===== src/rtl/rr_queue_pkg.sv =====
// rr_queue_pkg -- shared constants and round-robin helper for rr_queue.
//   DEF_SIZE / DEF_WIDTH / DEF_CHANNELS : default parameter values
//   MAX_CHANNELS                        : widest channel vector the helper handles
//   rr_next_grant()                     : first requesting channel strictly after
//                                         'last', searching cyclically over nch
package rr_queue_pkg;

    localparam int DEF_SIZE     = 10;
    localparam int DEF_WIDTH    = 32;
    localparam int DEF_CHANNELS = 4;
    localparam int MAX_CHANNELS = 16;

    // If nothing requests, 'last' is returned unchanged; callers only use the
    // result when at least one request bit is set.
    function automatic logic [3:0] rr_next_grant(
        input logic [MAX_CHANNELS-1:0] req,
        input logic [3:0]              last,
        input int                      nch
    );
        logic [3:0] g;
        logic       found;
        logic [4:0] idx;
        g     = last;
        found = 1'b0;
        for (int i = 1; i <= MAX_CHANNELS; i++) begin
            // last < nch and i <= nch, so one subtraction is enough to wrap
            idx = 5'(last) + 5'(i);
            if (idx >= 5'(nch)) idx = idx - 5'(nch);
            if (i <= nch && !found && req[idx[3:0]]) begin
                g     = idx[3:0];
                found = 1'b1;
            end
        end
        return g;
    endfunction

endpackage


===== src/rtl/rr_queue_chan.sv =====
// rr_queue_chan -- one circular FIFO channel of rr_queue.
//   clk, reset          : clock, async active-low reset
//   wr_en_i, wr_data_i  : write strobe / data (dropped when full)
//   pop_i               : remove head word (ignored when empty)
//   head_o              : word at the read pointer
//   empty_o, full_o     : derived from the registered count
//   count_o             : occupancy
module rr_queue_chan
    import rr_queue_pkg::*;
#(
    parameter int SIZE  = DEF_SIZE,
    parameter int WIDTH = DEF_WIDTH
) (
    input  logic                       clk,
    input  logic                       reset,
    input  logic                       wr_en_i,
    input  logic [WIDTH-1:0]           wr_data_i,
    input  logic                       pop_i,
    output logic [WIDTH-1:0]           head_o,
    output logic                       empty_o,
    output logic                       full_o,
    output logic [$clog2(SIZE+1)-1:0]  count_o
);

    localparam int PW   = $clog2(SIZE);
    localparam int CNTW = $clog2(SIZE+1);

    logic [PW-1:0]    wr_ptr_q, wr_ptr_d, rd_ptr_q, rd_ptr_d;
    logic [CNTW-1:0]  count_q, count_d;
    logic [WIDTH-1:0] mem_q [SIZE];
    logic             wr_acc, do_pop;

    // Full is taken from the registered count, so a write to a full channel
    // is dropped even if the same channel is popped this cycle.
    assign full_o  = (count_q == CNTW'(SIZE));
    assign empty_o = (count_q == '0);
    assign wr_acc  = wr_en_i && !full_o;
    assign do_pop  = pop_i && !empty_o;
    assign head_o  = mem_q[rd_ptr_q];
    assign count_o = count_q;

    always_comb begin
        wr_ptr_d = wr_ptr_q;
        rd_ptr_d = rd_ptr_q;
        count_d  = count_q;
        if (wr_acc) wr_ptr_d = (wr_ptr_q == PW'(SIZE-1)) ? '0 : wr_ptr_q + 1'b1;
        if (do_pop) rd_ptr_d = (rd_ptr_q == PW'(SIZE-1)) ? '0 : rd_ptr_q + 1'b1;
        if (wr_acc && !do_pop)      count_d = count_q + 1'b1;
        else if (!wr_acc && do_pop) count_d = count_q - 1'b1;
    end

    always_ff @(posedge clk or negedge reset) begin
        if (!reset) begin
            wr_ptr_q <= '0;
            rd_ptr_q <= '0;
            count_q  <= '0;
        end else begin
            wr_ptr_q <= wr_ptr_d;
            rd_ptr_q <= rd_ptr_d;
            count_q  <= count_d;
        end
    end

    // Storage is not reset; the count alone decides what is valid.
    always_ff @(posedge clk) begin
        if (wr_acc) mem_q[wr_ptr_q] <= wr_data_i;
    end

endmodule


===== src/rtl/rr_queue.sv =====
// rr_queue -- CHANNELS independent FIFOs drained round-robin into a single
// registered output stage with valid/ready handshake.
//   clk, reset            : clock, async active-low reset
//   wr_en, data_in        : per-channel write strobe / data
//   out_ready             : downstream accepts the output word
//   out_valid/out_data/out_ch : registered output word and its source channel
//   empty, full, count    : per-channel status
// Optional (define RR_QUEUE_ERR_FLAGS_EN):
//   ovf         : sticky per-channel dropped-write flag
//   busy_cycles : 16-bit saturating count of out_valid && !out_ready cycles
module rr_queue
    import rr_queue_pkg::*;
#(
    parameter int SIZE     = DEF_SIZE,
    parameter int WIDTH    = DEF_WIDTH,
    parameter int CHANNELS = DEF_CHANNELS
) (
    input  logic                                     clk,
    input  logic                                     reset,
    input  logic [CHANNELS-1:0]                      wr_en,
    input  logic [CHANNELS-1:0][WIDTH-1:0]           data_in,
    input  logic                                     out_ready,
    output logic                                     out_valid,
    output logic [WIDTH-1:0]                         out_data,
    output logic [$clog2(CHANNELS)-1:0]              out_ch,
    output logic [CHANNELS-1:0]                      empty,
    output logic [CHANNELS-1:0]                      full,
    output logic [CHANNELS-1:0][$clog2(SIZE+1)-1:0]  count
`ifdef RR_QUEUE_ERR_FLAGS_EN
   ,output logic [CHANNELS-1:0]                      ovf,
    output logic [15:0]                              busy_cycles
`endif
);

    localparam int CW = $clog2(CHANNELS);

    logic [CHANNELS-1:0][WIDTH-1:0] head;
    logic [CHANNELS-1:0]            pop;
    logic                           load;
    logic [CW-1:0]                  grant;
    logic [CW-1:0]                  last_grant_q, last_grant_d;
    logic                           out_valid_q, out_valid_d;
    logic [WIDTH-1:0]               out_data_q, out_data_d;
    logic [CW-1:0]                  out_ch_q, out_ch_d;

    for (genvar g = 0; g < CHANNELS; g++) begin : g_chan
        rr_queue_chan #(.SIZE(SIZE), .WIDTH(WIDTH)) u_chan (
            .clk       (clk),
            .reset     (reset),
            .wr_en_i   (wr_en[g]),
            .wr_data_i (data_in[g]),
            .pop_i     (pop[g]),
            .head_o    (head[g]),
            .empty_o   (empty[g]),
            .full_o    (full[g]),
            .count_o   (count[g])
        );
    end

    assign grant = CW'(rr_next_grant(MAX_CHANNELS'(~empty), 4'(last_grant_q), CHANNELS));

    // Refill when the output stage is empty or is being emptied this cycle.
    assign load = (!out_valid_q || out_ready) && (|(~empty));

    always_comb begin
        pop = '0;
        if (load) pop[grant] = 1'b1;
    end

    always_comb begin
        out_valid_d  = out_valid_q;
        out_data_d   = out_data_q;
        out_ch_d     = out_ch_q;
        last_grant_d = last_grant_q;
        if (load) begin
            out_valid_d  = 1'b1;
            out_data_d   = head[grant];
            out_ch_d     = grant;
            last_grant_d = grant;
        end else if (out_ready) begin
            out_valid_d  = 1'b0;
        end
    end

    // last_grant resets to the top channel so channel 0 wins first.
    always_ff @(posedge clk or negedge reset) begin
        if (!reset) begin
            out_valid_q  <= 1'b0;
            out_data_q   <= '0;
            out_ch_q     <= '0;
            last_grant_q <= CW'(CHANNELS-1);
        end else begin
            out_valid_q  <= out_valid_d;
            out_data_q   <= out_data_d;
            out_ch_q     <= out_ch_d;
            last_grant_q <= last_grant_d;
        end
    end

    assign out_valid = out_valid_q;
    assign out_data  = out_data_q;
    assign out_ch    = out_ch_q;

`ifdef RR_QUEUE_ERR_FLAGS_EN
    logic [CHANNELS-1:0] ovf_q;
    logic [15:0]         busy_q;

    always_ff @(posedge clk or negedge reset) begin
        if (!reset) begin
            ovf_q  <= '0;
            busy_q <= '0;
        end else begin
            ovf_q <= ovf_q | (wr_en & full);
            if (out_valid_q && !out_ready && busy_q != 16'hFFFF) busy_q <= busy_q + 16'd1;
        end
    end

    assign ovf         = ovf_q;
    assign busy_cycles = busy_q;
`endif

endmodule

===== config.mk =====
export PLATFORM = sky130hd
export DESIGN_NAME = rr_queue
export DESIGN_NICKNAME = d
export VERILOG_FILES = /design/src/rtl/rr_queue_pkg.sv /design/src/rtl/rr_queue_chan.sv /design/src/rtl/rr_queue.sv
export SDC_FILE = /design/constraint.sdc
export NUM_CORES = 2
export LEC_CHECK = 0
export CAP_MARGIN = 0
export CORE_AREA = 2 2 404 406
export DETAILED_ROUTE_END_ITERATION = 6
export DIE_AREA = 0 0 406 408
export GPL_TIMING_DRIVEN = 0
export PLACE_DENSITY = 0.55
export REMOVE_ABC_BUFFERS = 1
export SETUP_SLACK_MARGIN = 0.4
export SLEW_MARGIN = 0
export SYNTH_ARGS = -nofsm -noshare
export SYNTH_HDL_FRONTEND = slang
export SYNTH_HIERARCHICAL = 1
export SYNTH_SLANG_ARGS = --single-unit

===== constraint.sdc =====
create_clock -name clk -period 9.86 [get_ports clk]
set_input_delay 1.972 -clock clk [delete_from_list [all_inputs] [get_ports clk]]
set_output_delay 1.972 -clock clk [all_outputs]
set_load 0.02 [all_outputs]

Word level (Yosys, flattened, before mapping)
Memory sizes are Yosys's and may differ from the RTL's. Cells that the tools add are included.

ROM bits: 0. Latch bits: 0. Register bits: 85. Output and inout port bits: 59. Bits in writable memories: 1280. Memories: 4.

Equal/unequal tests: 12. Multiply operators: 0. Add/subtract/negate cells: 24. Reductions and logical operators: 52. Order comparisons: 10. Divide/modulo/power cells: 0. Bitwise gates (word level): 2. Shift operators: 0. Multiplexer cells: 50.

Memories: g_chan[0].u_chan.mem_q (depth 10, width 32, read ports 1, clocked after Yosys merged registers in 0, wr ports 1, RTL line rr_queue_chan.sv:30) `logic [WIDTH-1:0] mem_q [SIZE];`; g_chan[1].u_chan.mem_q (depth 10, width 32, read ports 1, clocked after Yosys merged registers in 0, wr ports 1, RTL line rr_queue_chan.sv:30); g_chan[2].u_chan.mem_q (depth 10, width 32, read ports 1, clocked after Yosys merged registers in 0, wr ports 1, RTL line rr_queue_chan.sv:30); g_chan[3].u_chan.mem_q (depth 10, width 32, read ports 1, clocked after Yosys merged registers in 0, wr ports 1, RTL line rr_queue_chan.sv:30).

Operators with widths (number): 2-to-1 mux 4 bit (21); binary-select mux 32 bit (select 2 bit) (1); adder 4 x 1 -> 4 bit, second input constant (12); == test 4 bit, second input constant (12); 2-to-1 mux 32 bit (1); logical AND 1 bit (21); logical NOT 1 bit (20); < comparator 4 x 5 -> 1 bit, second input constant (4); 2-to-1 mux 1 bit (18); binary-select mux 1 bit (select 4 bit) (4); logical NOT 4 bit (4); NOT 4 -> 16 bit (1); subtractor 4 x 1 -> 4 bit, second input constant (4); subtractor 3 x 3 -> 4 bit, second input constant (3); nonzero test 2 bit (5); greater-or-equal comparator 3 bit, second input constant (3); 2-to-1 mux 2 bit (4); adder 2 x 2 -> 3 bit, second input constant (2); adder 2 x 3 -> 4 bit, second input constant (1); greater-or-equal comparator 4 x 3 -> 1 bit, second input constant (1); NOT 4 bit (1); OR reduction 4 bit (1); subtractor 4 x 3 -> 4 bit, second input constant (1); adder 2 x 1 -> 3 bit, second input constant (1); other kinds (4) (4).

Depth between registers and ports, before layout
Word-level depth: 24. Mapped depth: 19. Gate-level depth less buffers: 16.

By module
The synthesis kept the hierarchy.

Modules (own cells, without submodules): rr_queue_chan (area each 13092.6 sq um, instances 4, cells each 694); rr_queue (area each 3712.3 sq um, instances 1, cells each 424).

Worst setup path after synthesis
OpenSTA, ideal clock, no wires.

Kind: input to register. Start: in wr_en[0]. End: mem g_chan[0].u_chan/mem_q[2][0] in the netlist's numbering (enable). Setup slack: 3.890 ns. Required time: 9.347 ns. Setup time: 0.513 ns. Cell stages on the path: 2. Buffers on the path: 0. Arrival time: 5.457 ns. Cells stage by stage: nand2_1 > nor4b_1.

Word-level cells in the longest chain between the ends: 3.

Ends and longest elaborated chain: start: declaration (RTL line rr_queue.sv:20) `input logic [CHANNELS-1:0] wr_en,`; logical AND 1 bit (RTL line rr_queue_chan.sv:37) `assign wr_acc = wr_en_i && !full_o;`; 2-to-1 mux 1 bit (RTL line rr_queue_chan.sv:66) `if (wr_acc) mem_q[wr_ptr_q] <= wr_data_i;`; 2-to-1 mux 1 bit (implied by the code) (RTL line rr_queue_chan.sv:66); end: declaration (RTL line rr_queue_chan.sv:30).

No other way between the ends.

Worst setup path in the final report
Start: reg last_grant_q[0]. End: reg g_chan[1].u_chan.count_q[3].

Word-level cells in the longest chain between the ends: 24. Elaborated cells between the ends (all ways): 49.

Ends and longest elaborated chain: start: declaration (RTL line rr_queue.sv:41) `logic [CW-1:0] last_grant_q, last_grant_d;`; start signal: assignment (RTL line rr_queue.sv:91) `last_grant_q <= CW'(CHANNELS-1);`; start signal: assignment (RTL line rr_queue.sv:96) `last_grant_q <= last_grant_d;`; adder 2 x 1 -> 3 bit (RTL line rr_queue_pkg.sv:27) `idx = 5'(last) + 5'(i);`; subtractor 3 x 3 -> 4 bit / greater-or-equal comparator 3 bit (equally long branches) (RTL line rr_queue_pkg.sv:28) `if (idx >= 5'(nch)) idx = idx - 5'(nch);`; 2-to-1 mux 4 bit (RTL line rr_queue_pkg.sv:28); binary-select mux 1 bit (select 4 bit) (RTL line rr_queue_pkg.sv:29) `if (i <= nch && !found && req[idx[3:0]]) begin`; 2-to-1 mux 1 bit (implied by the code) (RTL line rr_queue_pkg.sv:29); 2-to-1 mux 1 bit (RTL line rr_queue_pkg.sv:29); logical NOT 1 bit (RTL line rr_queue_pkg.sv:29); logical AND 1 bit (RTL line rr_queue_pkg.sv:29); [9 not listed]; 2-to-1 mux 1 bit (implied by the code) (RTL line rr_queue.sv:67) `if (load) pop[grant] = 1'b1;`; demux 1 bit (select 2 bit) (*) (RTL line rr_queue.sv:67); 2-to-1 mux 4 bit (*) (RTL line rr_queue.sv:67); named net pop[1] (RTL line rr_queue.sv:38) `logic [CHANNELS-1:0] pop;`; logical AND 1 bit (*) (RTL line rr_queue_chan.sv:38) `assign do_pop = pop_i && !empty_o;`; logical NOT 1 bit (RTL line rr_queue_chan.sv:48) `if (wr_acc && !do_pop) count_d = count_q + 1'b1;`; logical AND 1 bit (RTL line rr_queue_chan.sv:48); 2-to-1 mux 4 bit / nonzero test 2 bit (equally long branches); end signal: assignment (RTL line rr_queue_chan.sv:60) `count_q <= count_d;`; end: declaration (RTL line rr_queue_chan.sv:29) `logic [CNTW-1:0] count_q, count_d;`.

The timed path passes the listed nets; every way through them passes the cells marked *. The select of a mux whose other input is x is not followed. A chain may end at the register's enable or synchronous reset.

==> impl_metrics.csv <==
group,metric,value,unit
synthesis,ys_seq_area_share,72.3,%
floorplanning,die_w,406,um
drt,routed_wl,145000,um
synthesis,syn_area_per_cell,17.5,sq um
sta,min_period,5.97,ns
worst_setup_path,r2r_cells,16,
drt,via_per_inst,5.16,
worst_setup_path,crit_arrival,6.61,ns
final_layout,multi_input_area,14400,sq um
worst_setup_path,required,10.50,ns
final_layout,final_nets,3688,
synthesis,syn_inst,3200,
power,vdd_drop_max,179,uV
synthesis,ys_warn_count,6,
floorplanning,row_count,148,
final_layout,area_delta_synth_final,19.2,%
drt,routedWlPerCell,24.9,um
floorplanning,die_y,408,um
worst_setup_path,cp-end-kind,"register",
sta,setup_tns,0,ns
synthesis,synth_area,56100,sq um
placed_design,dp_hpwl,97900,um
global_routing,grt-ovfl-total,0,
worst_setup_path,reg2reg_from,"last_grant_q[0]$_DFFE_PN1P_",
min_path,min-delay-start,"out_ch[0]$_DFFE_PN0P_",
placed_design,port_buffers,193,
clock_tree,clock_latency,0.78,ns
flow_run,drv_cap,1,
sta,grt_setup_unrepaired,"false",
worst_setup_path,r2r_slack,3.89,ns
status,status,"complete, but fails checks",
final_layout,n_fill_cell,14543,
min_path,holdPathStages,2,
sta,hold_viol,0,
sta,final-setup-viol-count,0,
floorplanning,dieArea,166000,sq um
placed_design,gp_congestion,0.772,
worst_setup_path,r2r_end,"g_chan[1].u_chan/count_o[3]$_DFFE_PN0P_",
sta,tightest_slew,1.46,ns
status,violations,"DRC, capacitance limit",
power,leakage,22.0,nW
global_routing,grtUsageTotal,17.4,%
synthesis,synth_seq_cells,1365,
min_path,min_to,"out_ch[0]$_DFFE_PN0P_",
final_layout,seq_area,40600,sq um
sta,slew_violations,0,
clock_tree,cts_resized,0,
global_routing,grt_pass1_wl,210000,um
drt,drcViolationCount,2,
sta,fin_skew,0.0234,ns
final_layout,final_cells,5824,
worst_setup_path,start_kind,"register",
synthesis,ys.flop_type,"edfxtp_1",
clock_tree,cts-htree-levels,4,
min_path,hold_class,"reg2reg",
drt,vias,30061,
drt,ant_nets,0,
clock_tree,cts_root_buffer,"clkbuf_16",
clock_tree,postCtsSetupBuffers,0,
sta,period_share,60.5,%
worst_setup_path,worst-setup-path-type,"reg2reg",
floorplanning,io_pins,194,
final_layout,drive_above_1_share,27.3,%
synthesis,synthArstFlopShare,6.23,%
power,power.density,300,nW/um^2
clock_tree,postCtsHoldBufs,0,
sta,fmax,0.168,GHz
clock_tree,clock_path_buffers,3,
sta,slew_headroom,2.26,%
floorplanning,initial_utilization,34.7,%
global_routing,grt_max_degree,57,
clock_tree,cts_tree,"yes",
drt,drt_iter0_drc,2801,
synthesis,synthDistinctLibCells,64,
clock_tree,clkTransAtPathRegs,0.06,ns
synthesis,synth_edf_count,1280,
worst_setup_path,critPathMaxFanout,51,
global_routing,grt_pass1_vias,29604,
clock_tree,cts_inserted_buffers,148,
global_routing,antenna_found_initial,36,
drt,dr.pass1.iters,7,
final_layout,final_util,41.3,%
floorplanning,core_area,162000,sq um
clock_tree,cts_sinks,1365,
placed_design,place_inst,5556,
routing by layer:
metal / GRT usage [%] / wire length (um)
met5: 0 / 227
met4: 4.59 / 3410
met3: 4.17 / 10400
met2: 27.3 / 67800
met1: 24.3 / 63400
cell usage after synthesis, types with 48 or more instances:
library cell | n | area (sq um)
o31ai_1 | 132 | 991
edfxtp_1 | 1280 | 38400
inv_1 | 59 | 221
nand2_1 | 179 | 672
mux4_2 | 129 | 2910
o22ai_1 | 129 | 807
a211oi_1 | 48 | 360
dfrtp_1 | 83 | 2080
nor2_1 | 206 | 773
buf_6 | 55 | 619
clkbuf_1 | 77 | 289
mux2_2 | 365 | 4110
cell families after synthesis:
group	share of synthesized area [%]
XOR/XNOR	0.419
buffers and inverters	2.63
AO/OA/AOI/OAI	5.77
adder cells (fa/ha/maj)	0.522
multiplexers	14.2
AND/OR/NAND/NOR	4.16
flip-flops	72.3
worst max-delay path, cell delays in order (launching register included):
cell	delay [ns]
dfstp_4	1.12
inv_1	0.32
ha_1	0.60
mux4_2	0.28
o221ai_2	0.14
a21oi_4	0.70
buf_12	0.28
xnor2_4	0.29
buf_12	0.26
nor2b_1	0.20
nand2_1	0.16
ha_1	0.26
inv_1	0.17
ha_1	0.25
a21o_1	0.20
a2111oi_0	0.44
o31ai_1	0.14
flip-flops by register name, summed over array words and instances, names as in the netlist:
signal,cells
g_chan.u_chan/mem_q,1280
out_data,32
g_chan.u_chan/count_o,16
g_chan.u_chan/rd_ptr_q,16
g_chan.u_chan/wr_ptr_q,16
last_grant_q,2
out_ch,2
out_valid,1
placed cells by master, fill, tap and decap left out, types with 31 or more instances in the layout:
cell type / Yosys / final
edfxtp_1: 1280 / 1280
mux2_2: 365 / 365
nor2_1: 206 / 194
clkdlybuf4s50_1: 0 / 192
nand2_1: 179 / 171
clkbuf_16: 0 / 148
o31ai_1: 132 / 132
mux4_2: 129 / 129
o22ai_1: 129 / 129
buf_4: 6 / 71
dfrtp_1: 83 / 67
inv_1: 59 / 59
buf_6: 55 / 56
a211oi_1: 48 / 48
mux2_1: 47 / 47
clkbuf_1: 77 / 37
buf_12: 0 / 31
how the worst max path moves through the flow:
| stage | from | to | slack [ns] | cells past startpoint |
|---|---|---|---|---|
| floorplan | wr_en[0] | g_chan[0].u_chan/mem_q[2][0]$_DFFE_PP_ | 3.89 | 2 |
| global placement | wr_en[1] | g_chan[1].u_chan/mem_q[2][22]$_DFFE_PP_ | -1.38 | 3 |
| detailed placement | last_grant_q[0]$_DFFE_PN1P_ | g_chan[1].u_chan/count_o[3]$_DFFE_PN0P_ | 3.29 | 16 |
| CTS | last_grant_q[0]$_DFFE_PN1P_ | g_chan[1].u_chan/count_o[3]$_DFFE_PN0P_ | 3.32 | 16 |
| global route | last_grant_q[0]$_DFFE_PN1P_ | g_chan[1].u_chan/count_o[3]$_DFFE_PN0P_ | 3.61 | 16 |
| finish | last_grant_q[0]$_DFFE_PN1P_ | g_chan[1].u_chan/count_o[3]$_DFFE_PN0P_ | 3.89 | 16 |
area by class of cell:
| type | count | area share, % |
|---|---|---|
| Inverter | 59 | 0.331 |
| Antenna cell | 6 | 0.0225 |
| Clock inverter | 74 | 1.19 |
| Clock buffer | 187 | 5.79 |
| Tap cell | 2175 | 4.07 |
| Multi-Input combinational cell | 1584 | 21.5 |
| Timing Repair Buffer | 374 | 6.37 |
| Sequential cell | 1365 | 60.8 |
power by group:
group | switching [W] | total, W | internal, W
registers | 0.000699 | 0.00785 | 0.00715
clock network | 0.00229 | 0.00536 | 0.00307
logic | 0.00392 | 0.00686 | 0.00294
total | 0.00691 | 0.0201 | 0.0132
per-stage QoR:
step	hold WS [ns]	setup WS (ns)	cell area [sq um]	power, W
5_1_grt	0.548	3.61	66800	0.0210
3_5_place_dp	0.474	3.29	62100	0.0149
3_3_place_gp	0.481	-1.38	59500	0.0147
2_1_floorplan	0.518	3.89	54800	0.0120
6_report	0.504	3.89	66800	0.0201
4_1_cts	0.499	3.32	66800	0.0203
Note: power is estimated with default switching activity, not from simulation.
